[src/rtl/mem_wb_latch.sv]
// MEM/WB pipeline register: filters the raw data-memory word for the load size,
// registers the writeback fields, and keeps a sticky halt plus a retired-instruction count.
module mem_wb_latch #(
    parameter int BITS_SIZE = 32,
    parameter int REG_ADDR  = 5
) (
    input  logic                 i_clk,
    input  logic                 i_reset,
    input  logic                 i_enable,
    input  logic                 i_flush,
    input  logic                 i_valid,
    input  logic [BITS_SIZE-1:0] i_mem_data,
    input  logic [1:0]           i_addr_low,
    input  logic [1:0]           i_load_size,
    input  logic                 i_load_unsigned,
    input  logic [BITS_SIZE-1:0] i_alu_result,
    input  logic [BITS_SIZE-1:0] i_extension,
    input  logic [BITS_SIZE-1:0] i_pc8,
    input  logic [REG_ADDR-1:0]  i_rd,
    input  logic                 i_reg_write,
    input  logic                 i_mem_to_reg,
    input  logic                 i_lui,
    input  logic                 i_jal,
    input  logic                 i_halt,
    output logic [BITS_SIZE-1:0] o_filterL,
    output logic [BITS_SIZE-1:0] o_extension,
    output logic [BITS_SIZE-1:0] o_alu_result,
    output logic [BITS_SIZE-1:0] o_pc8,
    output logic [REG_ADDR-1:0]  o_rd,
    output logic                 o_reg_write,
    output logic                 o_mem_to_reg,
    output logic                 o_lui,
    output logic                 o_jal,
    output logic                 o_valid,
    output logic                 o_misaligned,
    output logic                 o_halt,
    output logic [BITS_SIZE-1:0] o_retired
);

    localparam logic [1:0] LS_BYTE = 2'b00;
    localparam logic [1:0] LS_HALF = 2'b01;

    // Little-endian lane select followed by sign or zero extension; sizes 10/11 pass the word.
    function automatic logic [BITS_SIZE-1:0] load_filter(
        input logic [BITS_SIZE-1:0] data,
        input logic [1:0]           addr,
        input logic [1:0]           size,
        input logic                 uns
    );
        logic [BITS_SIZE-1:0] sh;
        logic [BITS_SIZE-1:0] res;
        sh  = data >> {addr, 3'b000};
        res = data;
        case (size)
            LS_BYTE: res = {{(BITS_SIZE-8){~uns & sh[7]}}, sh[7:0]};
            LS_HALF: begin
                sh  = data >> {addr[1], 4'b0000};
                res = {{(BITS_SIZE-16){~uns & sh[15]}}, sh[15:0]};
            end
            default: res = data;
        endcase
        return res;
    endfunction

    function automatic logic is_misaligned(
        input logic       is_load,
        input logic [1:0] addr,
        input logic [1:0] size
    );
        logic mis;
        case (size)
            LS_BYTE: mis = 1'b0;
            LS_HALF: mis = addr[0];
            default: mis = (addr != 2'b00);
        endcase
        return is_load & mis;
    endfunction

    logic [BITS_SIZE-1:0] r_filterL;
    logic [BITS_SIZE-1:0] r_extension;
    logic [BITS_SIZE-1:0] r_alu_result;
    logic [BITS_SIZE-1:0] r_pc8;
    logic [REG_ADDR-1:0]  r_rd;
    logic                 r_reg_write;
    logic                 r_mem_to_reg;
    logic                 r_lui;
    logic                 r_jal;
    logic                 r_valid;
    logic                 r_misaligned;
    logic                 r_halt;
    logic [BITS_SIZE-1:0] r_retired;

    logic                 w_cap;
    logic                 w_bubble;
    logic                 w_mis;
    logic [BITS_SIZE-1:0] w_filter;

    // Capture/bubble decisions and the filtered load word ahead of the register.
    always_comb begin
        w_cap    = i_enable & ~r_halt;
        w_bubble = i_flush | ~i_valid;
        w_mis    = is_misaligned(i_mem_to_reg, i_addr_low, i_load_size);
        if (w_mis) begin
            w_filter = {BITS_SIZE{1'b0}};
        end else begin
            w_filter = load_filter(i_mem_data, i_addr_low, i_load_size, i_load_unsigned);
        end
    end

    // Pipeline register; once halt is captured nothing changes until reset.
    always_ff @(posedge i_clk or negedge i_reset) begin
        if (!i_reset) begin
            r_filterL    <= {BITS_SIZE{1'b0}};
            r_extension  <= {BITS_SIZE{1'b0}};
            r_alu_result <= {BITS_SIZE{1'b0}};
            r_pc8        <= {BITS_SIZE{1'b0}};
            r_rd         <= {REG_ADDR{1'b0}};
            r_reg_write  <= 1'b0;
            r_mem_to_reg <= 1'b0;
            r_lui        <= 1'b0;
            r_jal        <= 1'b0;
            r_valid      <= 1'b0;
            r_misaligned <= 1'b0;
            r_halt       <= 1'b0;
            r_retired    <= {BITS_SIZE{1'b0}};
        end else if (w_cap) begin
            if (w_bubble) begin
                r_filterL    <= {BITS_SIZE{1'b0}};
                r_extension  <= {BITS_SIZE{1'b0}};
                r_alu_result <= {BITS_SIZE{1'b0}};
                r_pc8        <= {BITS_SIZE{1'b0}};
                r_rd         <= {REG_ADDR{1'b0}};
                r_reg_write  <= 1'b0;
                r_mem_to_reg <= 1'b0;
                r_lui        <= 1'b0;
                r_jal        <= 1'b0;
                r_valid      <= 1'b0;
                r_misaligned <= 1'b0;
            end else begin
                r_filterL    <= w_filter;
                r_extension  <= i_extension;
                r_alu_result <= i_alu_result;
                r_pc8        <= i_pc8;
                r_rd         <= i_rd;
                r_reg_write  <= i_reg_write & ~w_mis;
                r_mem_to_reg <= i_mem_to_reg;
                r_lui        <= i_lui;
                r_jal        <= i_jal;
                r_valid      <= 1'b1;
                r_misaligned <= w_mis;
                r_halt       <= i_halt;
                r_retired    <= r_retired + {{(BITS_SIZE-1){1'b0}}, 1'b1};
            end
        end
    end

    assign o_filterL    = r_filterL;
    assign o_extension  = r_extension;
    assign o_alu_result = r_alu_result;
    assign o_pc8        = r_pc8;
    assign o_rd         = r_rd;
    assign o_reg_write  = r_reg_write;
    assign o_mem_to_reg = r_mem_to_reg;
    assign o_lui        = r_lui;
    assign o_jal        = r_jal;
    assign o_valid      = r_valid;
    assign o_misaligned = r_misaligned;
    assign o_halt       = r_halt;
    assign o_retired    = r_retired;

endmodule

[config.mk]
export PLATFORM = sky130hd
export DESIGN_NAME = mem_wb_latch
export DESIGN_NICKNAME = d
export VERILOG_FILES = /design/src/rtl/mem_wb_latch.sv
export SDC_FILE = /design/constraint.sdc
export NUM_CORES = 1
export LEC_CHECK = 0
export BUFFER_PORTS_ARGS = -buffer_cell sky130_fd_sc_hd__buf_2
export CAP_MARGIN = 20
export CELL_PAD_IN_SITES_DETAIL_PLACEMENT = 1
export CELL_PAD_IN_SITES_GLOBAL_PLACEMENT = 2
export CORE_MARGIN = 4
export CORE_UTILIZATION = 31
export CTS_CLUSTER_DIAMETER = 80
export DETAILED_ROUTE_END_ITERATION = 16
export PLACE_DENSITY = 0.85
export SLEW_MARGIN = 0
export SYNTH_ARGS = -nofsm -noshare
export SYNTH_HDL_FRONTEND = slang
export SYNTH_SLANG_ARGS = --single-unit
[constraint.sdc]
create_clock -name i_clk -period 3.4 [get_ports i_clk]
set_clock_uncertainty 0.1 [all_clocks]
set_input_delay 0 -clock i_clk [delete_from_list [all_inputs] [get_ports i_clk]]
set_output_delay 0 -clock i_clk [all_outputs]
set_load 0.005 [all_outputs]
-- Word-level counts from Yosys, hierarchy flattened
Cells that the tools add are included.
- bitwise gates (word level): 11
- add/subtract/negate cells: 1
- shift-type cells: 2
- equality and inequality tests: 1
- mux-type cells: 14
- reductions and logical operators: 3
- operators by type and width (kind ; number):
    $mux 32 ; 5
    $pmux 32 s2 ; 1
    $add 32x1->32 const B ; 1
    $shr 32x5->16 ; 1
    $shr 32x5->8 ; 1
    $mux 1 ; 6
    $and 1x1->1 ; 5
    $mux 5 ; 1
    $not 1->1 ; 5
    $eq 2x1->1 const B ; 1
    $logic_not 2->1 ; 1
    $pmux 1 s2 ; 1
    $reduce_and 2->1 ; 1
    $reduce_bool 2->1 ; 1
    $or 1x1->1 ; 1
- output and inout port bits: 172
- logic and storage cells: 45
- bits of input ports: 148
- register bits after elaboration: 172

-- Logic depth before layout (Yosys ltp)
Gate-level depths: netlist of run 1.
- word-level depth: 6
- gate-level depth with buffers: 7
- depth with buffers taken out: 5

-- Least setup slack after synthesis of run 1
OpenSTA, ideal clock, no wires.
- kind: reg2reg
- start: reg r_halt, in the netlist o_halt
- end: reg r_retired[18], in the netlist o_retired[18]
- required time: 3.176 ns
- library setup time: 0.124 ns
- arrival time: 1.621 ns
- clock period less this slack: 1.845 ns
- setup slack: 1.555 ns
- cell stages (with the launch flop): 6
- buffers on the path: 1
- path through: dfrtp_1 > and4bb_2 > buf_4 > nand4_2 > or4_1 > xnor2_1
- cells in the longest elaborated chain, start to end: 3
- RTL lines (item ; line ; RTL):
    start: declaration ; 90 ; logic r_halt;
    start signal: assignment ; 151 ; r_halt <= i_halt;
    $not 1->1 ; 100 ; w_cap = i_enable & ~r_halt;
    $and 1x1->1 ; 100 ;
    $reduce_and 2->1 (no source line) ; - ;
    end signal: assignment ; 125 ; r_retired <= {BITS_SIZE{1'b0}};
    end signal: assignment ; 152 ; r_retired <= r_retired + {{(BITS_SIZE-1){1'b0}}, 1'b1};
    end: declaration ; 91 ; logic [BITS_SIZE-1:0] r_retired;
Every way passes these cells.
A chain may end at the register's enable or synchronous reset.

-- Worst setup path in the final report of run 1
- start: reg r_halt, in the netlist o_halt
- end: reg r_filterL[8], in the netlist o_filterL[8]
- cells in the longest elaborated chain, start to end: 2
- RTL lines (item ; line ; RTL):
    $not 1->1 ; 100 ;
    $and 1x1->1 ; 100 ;
    end signal: assignment ; 113 ; r_filterL <= {BITS_SIZE{1'b0}};
    end signal: assignment ; 128 ; r_filterL <= {BITS_SIZE{1'b0}};
    end signal: assignment ; 140 ; r_filterL <= w_filter;
    end: declaration ; 79 ; logic [BITS_SIZE-1:0] r_filterL;
Every way passes these cells.

==> results of run 1 <==
==> cells in the mapped netlist (7+ instances only) <==
cell / instances / area, sq um
a22o_1: 113 / 989.7
nand2_1: 50 / 187.7
nand3_1: 11 / 55.05
dfrtp_1: 172 / 4304
xnor2_1: 23 / 201.4
clkbuf_1: 32 / 120.1
o221ai_1: 7 / 61.31
mux2_2: 9 / 101.4
a21oi_1: 17 / 85.08
a21boi_0: 7 / 52.55
nand4_1: 10 / 62.56
a22oi_1: 8 / 60.06
o21ai_0: 32 / 160.2
mux2i_1: 8 / 80.08
xor2_1: 7 / 61.31
==> where the power goes <==
group / switching, mW / internal, mW
Clock: 0.937 / 1.05
Combinational: 0.597 / 0.686
Sequential: 0.220 / 2.37
Total: 1.75 / 4.11
==> cells by family (layout without fill, tap and decap cells) <==
family,after synthesis,after routing
AND/OR/NAND/NOR,113,113
buffers and inverters,49,517
multiplexers,18,18
adder cells (fa/ha/maj),1,1
other,0,3
AO/OA/AOI/OAI,194,194
XOR/XNOR,31,31
flip-flops,172,172
==> per-layer routing <==
metal,vias to the layer above,GRT usage [%],share of wire [%]
met3,50,6.472,6.3
li1,3068,-,-
met5,-,0,0
met1,3314,25.39,42
met4,0,7.535,2.7
met2,256,34.88,49
==> stage by stage <==
stage,setup slack (ns),hold slack (ns),std cells
5_1_grt,0.8273,0.03784,1334
3_3_place_gp,1.402,-0.09665,1145
6_report,0.9923,0.006553,1334
4_1_cts,0.9230,0.009378,1329
2_1_floorplan,1.555,-0.3956,578
3_5_place_dp,1.297,-0.09350,1145
==> layout make-up <==
| type | count | area (sq um) | area share [%] |
|---|---|---|---|
| clock inverters | 15 | 168.9 | 1.522 |
| multi-input cells | 357 | 2597 | 23.40 |
| flip-flops and latches | 172 | 4304 | 38.78 |
| clock buffers | 17 | 425.4 | 3.833 |
| repair buffers | 480 | 3219 | 29.01 |
| diodes | 3 | 7.507 | 0.06764 |
| inverters | 5 | 18.77 | 0.1691 |
| well taps | 285 | 356.6 | 3.213 |
==> worst max path at each step <==
stage / from / slack [ns] / cells past startpoint / end
global placement: o_halt / 1.40 / 4 / o_retired[18]
detailed placement: o_halt / 1.30 / 5 / o_filterL[27]
global route: o_halt / 0.83 / 5 / o_filterL[11]
floorplan: o_halt / 1.55 / 5 / o_retired[18]
CTS: o_halt / 0.92 / 5 / o_misaligned
finish: o_halt / 0.99 / 5 / o_filterL[8]
==> worst max-delay path, delay by kind of cell, from the launching register on <==
| family | cells | cell delay (ns) |
|---|---|---|
| AOI/OAI and AO/OA | 1 | 0.08 |
| DFF | 1 | 0.40 |
| and+or+nand+nor | 2 | 0.76 |
| buffers and inverters | 2 | 0.95 |
==> impl_metrics.toml, run 1 <==
[outcome]
outcome = "complete, no violations"

[floorplan]
die_h_um = 159.2
core_area_sq_um = 22570
dieArea_sq_um = 25340
die_x_um = 159.2
start_util_pct = 31.39
rows = 55
io_pins = 320

[clock_tree]
clk_pin_slew_worst_paths_ns = 0.07
cts_resized = 0
cts_htree_levels = 4
cts_tree = "done"
cts_buffers = 17
cts.sinks = 172
clockBufferDepth = 2
worstSkewPairLatency_ns = 0.42
cts_root_buffer = "clkbuf_16"
cts_hold_buffers = 152
cts_setup_buffers = 0

[logic_synthesis]
yosys.cell_types.count = 51
synth-simple-area-share_pct = 8.494
yosysWarnings = 0
async_flop_share_pct = 100.0
synth_enable_flop_cells = 0
syn_inst = 578
yosys.area_share.xor_xnor_pct = 3.938
synth_seq_area_share_pct = 60.75
yosys_most_used_dff = "dfrtp_1"
synth_seq_cells = 172
netlist_area_sq_um = 7086
synthAdderAreaFrac_pct = 0.1766
synth-compound-area-share_pct = 21.01
syn_avg_cell_area_sq_um = 12.26
synth.area.mux_share_pct = 2.878
syn_nets = 727
synth_top_family_by_area = "compound AO/OA/AOI/OAI gates"

[route]
vias = 6688
viasPerCell = 5.013
ant_nets = 0
wl_um = 26710
drt_iter0_drc = 329
drt_pass1_iterations = 4
post-route-drc-count = 0
wl_per_cell_um = 20.02

[job]
cap_viol_max_count = 0

[critical_path]
worstPathRequired_ns = 3.66
cp-start-kind = "flop"
crit_arrival_ns = 2.67
r2r-start = "o_halt"
slowest_delay_ns = 0.68
worstSetupEndpointType = "flop"
crit_fanout = 71
critPathKind = "flop to flop"
cp_slowest_cell = "nand2b_4"
r2r_end = "o_filterL[8]"
ff2ff_path_depth = 5
r2r_slack_ns = 0.99
path_cells = "nand2b_4 > buf_12 > nand2_1 > o21ai_0 > dlygate4sd3_1"

[timing]
fin_crit_ns = 2.408
max_freq_mhz = 415.3
fin_setup_tns_ns = 0
final_max_slew_viol_count = 0
finalHoldViolCount = 0
worst_pin_slew_ns = 0.8266
rsz0062_at_grt = "false"
relSlewSlack_pct = 44.90
min_period_over_period_pct = 70.82
setup_violations = 0

[grt]
grt-ovfl-total = 0
grt_pass1_wl_um = 42420
antenna_found_initial = 3
grt_pass1_vias = 7434
grt_max_degree = 72
grt.total_usage_pct = 20.81

[power_and_ir_drop]
leakage_nw = 5.777
vdd_drop_max_uv = 260.8
p_total_mw = 5.861
powerDensity_nw_per_um2 = 528.1

[hold_path]
min_path_type = "input port to async pin"

[placed_design]
port_buffers = 319
place_congestion = 0.8056
dp_hpwl_um = 17240
place_area_sq_um = 8957

[cells_and_area]
final_common_cell = "buf_2"
drive_gt1_share_pct = 36.33
post-route-util_pct = 49.17
finish.instance_area_sq_um = 11100
fin_nets = 1182
syn_to_final_growth_pct = 56.63
layout_common_cells = "buf_2, dfrtp_1, dlygate4sd3_1, a22o_1, nand2_1"
fillers = 2481
Note: power is estimated with default switching activity, not from simulation.
==> run 2: changes to the inputs <==
Settings changed: ABC_AREA set to 1, CORE_UTILIZATION 31 to 28, PLACE_DENSITY 0.85 to 0.81.
Clock period 3.4 ns to 2.5 ns, I/O delays scaled along.
==> run 2 against run 1 <==
  * Global-route usage decreased by 0.084 points
  * Synthesized cell count increased by 42%
  * Wire length increased by 18%
  * Largest power group unchanged
  * Sequential power increased by 7%
  * Combinational power decreased by 59%
  * Highest routed layer unchanged
  * Hold slack improved by 0.0033 ns
  * Utilization decreased by 5.6 points
  * Clock power increased by 36%
  * Die area increased by 19%
==> impl_metrics.toml, run 2 <==
[logic_synthesis]
yosysTopAreaCell = "dfrtp_1"
syn_inst = 820
synthTopCellsByCount = "nand2_1, dfrtp_1, a22o_1, nor2_1, nand3_1"
synth_enable_flop_cells = 0
synth_seq_area_share_pct = 55.99
synth_top_area_share_pct = 55.99
yosys-top-cells-area = "dfrtp_1, nand2_1, a22o_1"
syn_avg_cell_area_sq_um = 9.375
synth.most_common_cell = "nand2_1"
yosysWarnings = 0
synth_seq_cells = 172
async_flop_share_pct = 100.0
yosys_most_used_dff = "dfrtp_1"
yosys.cell_types.count = 30
netlist_area_sq_um = 7687
syn_nets = 969

[route]
viasPerCell = 4.778
post-route-drc-count = 0
vias = 7826
wl_per_cell_um = 19.32
drt_pass1_iterations = 4
ant_nets = 0
wl_um = 31640
drt_iter0_drc = 474

[floorplan]
start_util_pct = 28.52
die_h_um = 173.7
dieArea_sq_um = 30170
rows = 60
io_pins = 320
die_x_um = 173.7
core_area_sq_um = 26950

[cells_and_area]
fin_nets = 1431
syn_to_final_growth_pct = 52.83
final_common_cell = "buf_2"
layout_common_cells = "buf_2, nand2_1, dfrtp_1, dlygate4sd3_1, a22o_1"
fillers = 3150
drive_gt1_share_pct = 30.19

[critical_path]
crit_arrival_ns = 2.43
slowest_delay_ns = 0.55
crit_family = "simple AND/OR/NAND/NOR gates"
critPathKind = "flop to flop"
worstSetupEndpointType = "flop"
crit_buf_inv = 2
cp_slowest_cell = "dlygate4sd3_1"
path_cells = "inv_2 > nand2_4 > nor2_4 > nand2_4 > nor2_1 > nand2_1 > dlygate4sd3_1 > nand2_1"
worstPathRequired_ns = 2.76
cp-start-kind = "flop"
crit_fanout = 31

[clock_tree]
cts.sinks = 172
clk_pin_slew_worst_paths_ns = 0.08
cts_htree_levels = 4
cts_resized = 0
clockBufferDepth = 2
cts_buffers = 17
worstSkewPairLatency_ns = 0.43
cts_root_buffer = "clkbuf_16"
cts_tree = "done"

[power_and_ir_drop]
vdd_drop_max_uv = 408.2
leakage_nw = 6.424
powerDensity_nw_per_um2 = 512.5

[timing]
relSlewSlack_pct = 55.85
max_freq_mhz = 462.3
setup_ws_ns = 0.3367
rsz0062_at_grt = "false"
min_period_over_period_pct = 86.53
fin_crit_ns = 2.163
fin_setup_tns_ns = 0
worst_pin_slew_ns = 0.6623
hold_ws_ns = 0.009889
final_max_slew_viol_count = 0
setup_violations = 0
finalHoldViolCount = 0

[job]
cap_viol_max_count = 0

[grt]
grt_pass1_vias = 8446
grt_max_degree = 113
grt-ovfl-total = 0
grt_pass1_wl_um = 50200
antenna_found_initial = 2
grt.total_usage_pct = 20.72

[placed_design]
dp_hpwl_um = 20680
place_congestion = 0.7625
port_buffers = 319
dp_slack_ns = 0.5126

[hold_path]
min_path_type = "input port to flop"

[outcome]
outcome = "complete, no violations"
run 2: kinds of logic (layout without fill, tap and decap cells):
group | Yosys count | count (layout) | synth area share [%]
flip-flops | 172 | 172 | 55.99
XOR/XNOR | 17 | 17 | 1.937
buffers and inverters | 68 | 543 | 4.460
other | 0 | 2 | 0
adder cells (fa/ha/maj) | 1 | 1 | 0.1627
AND/OR/NAND/NOR | 454 | 454 | 25.24
AO/OA/AOI/OAI | 108 | 108 | 12.21
run 2: path summary, 6_finish.rpt:
check	startpoint	end	slack, ns	cells after the start
worst max-delay path	o_halt	o_filterL[13]	0.34	8
worst min-delay path	i_addr_low[0]	o_filterL[6]	0.01	5
worst min register to register	o_filterL[12]	o_filterL[12]	0.38	2
worst max register to register	o_halt	o_filterL[13]	0.34	8
min in group asynchronous	i_reset	o_jal	0.05	2
max in group asynchronous	i_reset	o_filterL[14]	1.48	3
run 2: per-stage QoR:
stage               power [mW]  cells  cell area [sq um]  util [%]
floorplan                2.933    820               7687         -
detailed placement       3.159   1448               9597     35.61
CTS                      6.121   1634              11730     43.52
global route             6.287   1638              11750     43.59
global placement         3.157   1448               9597     35.61
finish                   6.021   1638              11750     43.59
run 2: worst register-to-register path, delay by kind of cell, from the launching register on:
kind | cells | cell delay, ns
buf+inv | 2 | 0.63
flops | 1 | 0.39
simple gates | 6 | 0.98
run 2: where the power goes:
group / leakage, nW / switching (mW) / internal, mW
Sequential: 2.40 / 0 / 2.78
Clock: 0.293 / 1.35 / 1.36
Combinational: 3.73 / 0.247 / 0.282
run 2: cell type report:
cell class | count | area [sq um] | share of cell area, %
well taps | 341 | 426.7 | 3.632
inverters | 28 | 107.6 | 0.9159
diodes | 2 | 5.005 | 0.04260
repair buffers | 483 | 3269 | 27.83
clock buffers | 17 | 425.4 | 3.621
flip-flops and latches | 172 | 4304 | 36.63
clock inverters | 15 | 165.2 | 1.406
multi-input cells | 580 | 3045 | 25.92
run 2: timing repair:
action,CTS,global route
setup buffers,0,2
hold buffers,154,0
endpoints found under the setup margin,0,5
endpoints found under the hold margin,240,0
run 2: metal layers:
metal	track usage, %	vias to the layer above	wire, um
met5	0	-	0
met3	4.864	47	1746
li1	-	3645	-
met4	6.664	0	819
met1	26.44	3871	13820
met2	34.92	263	15260
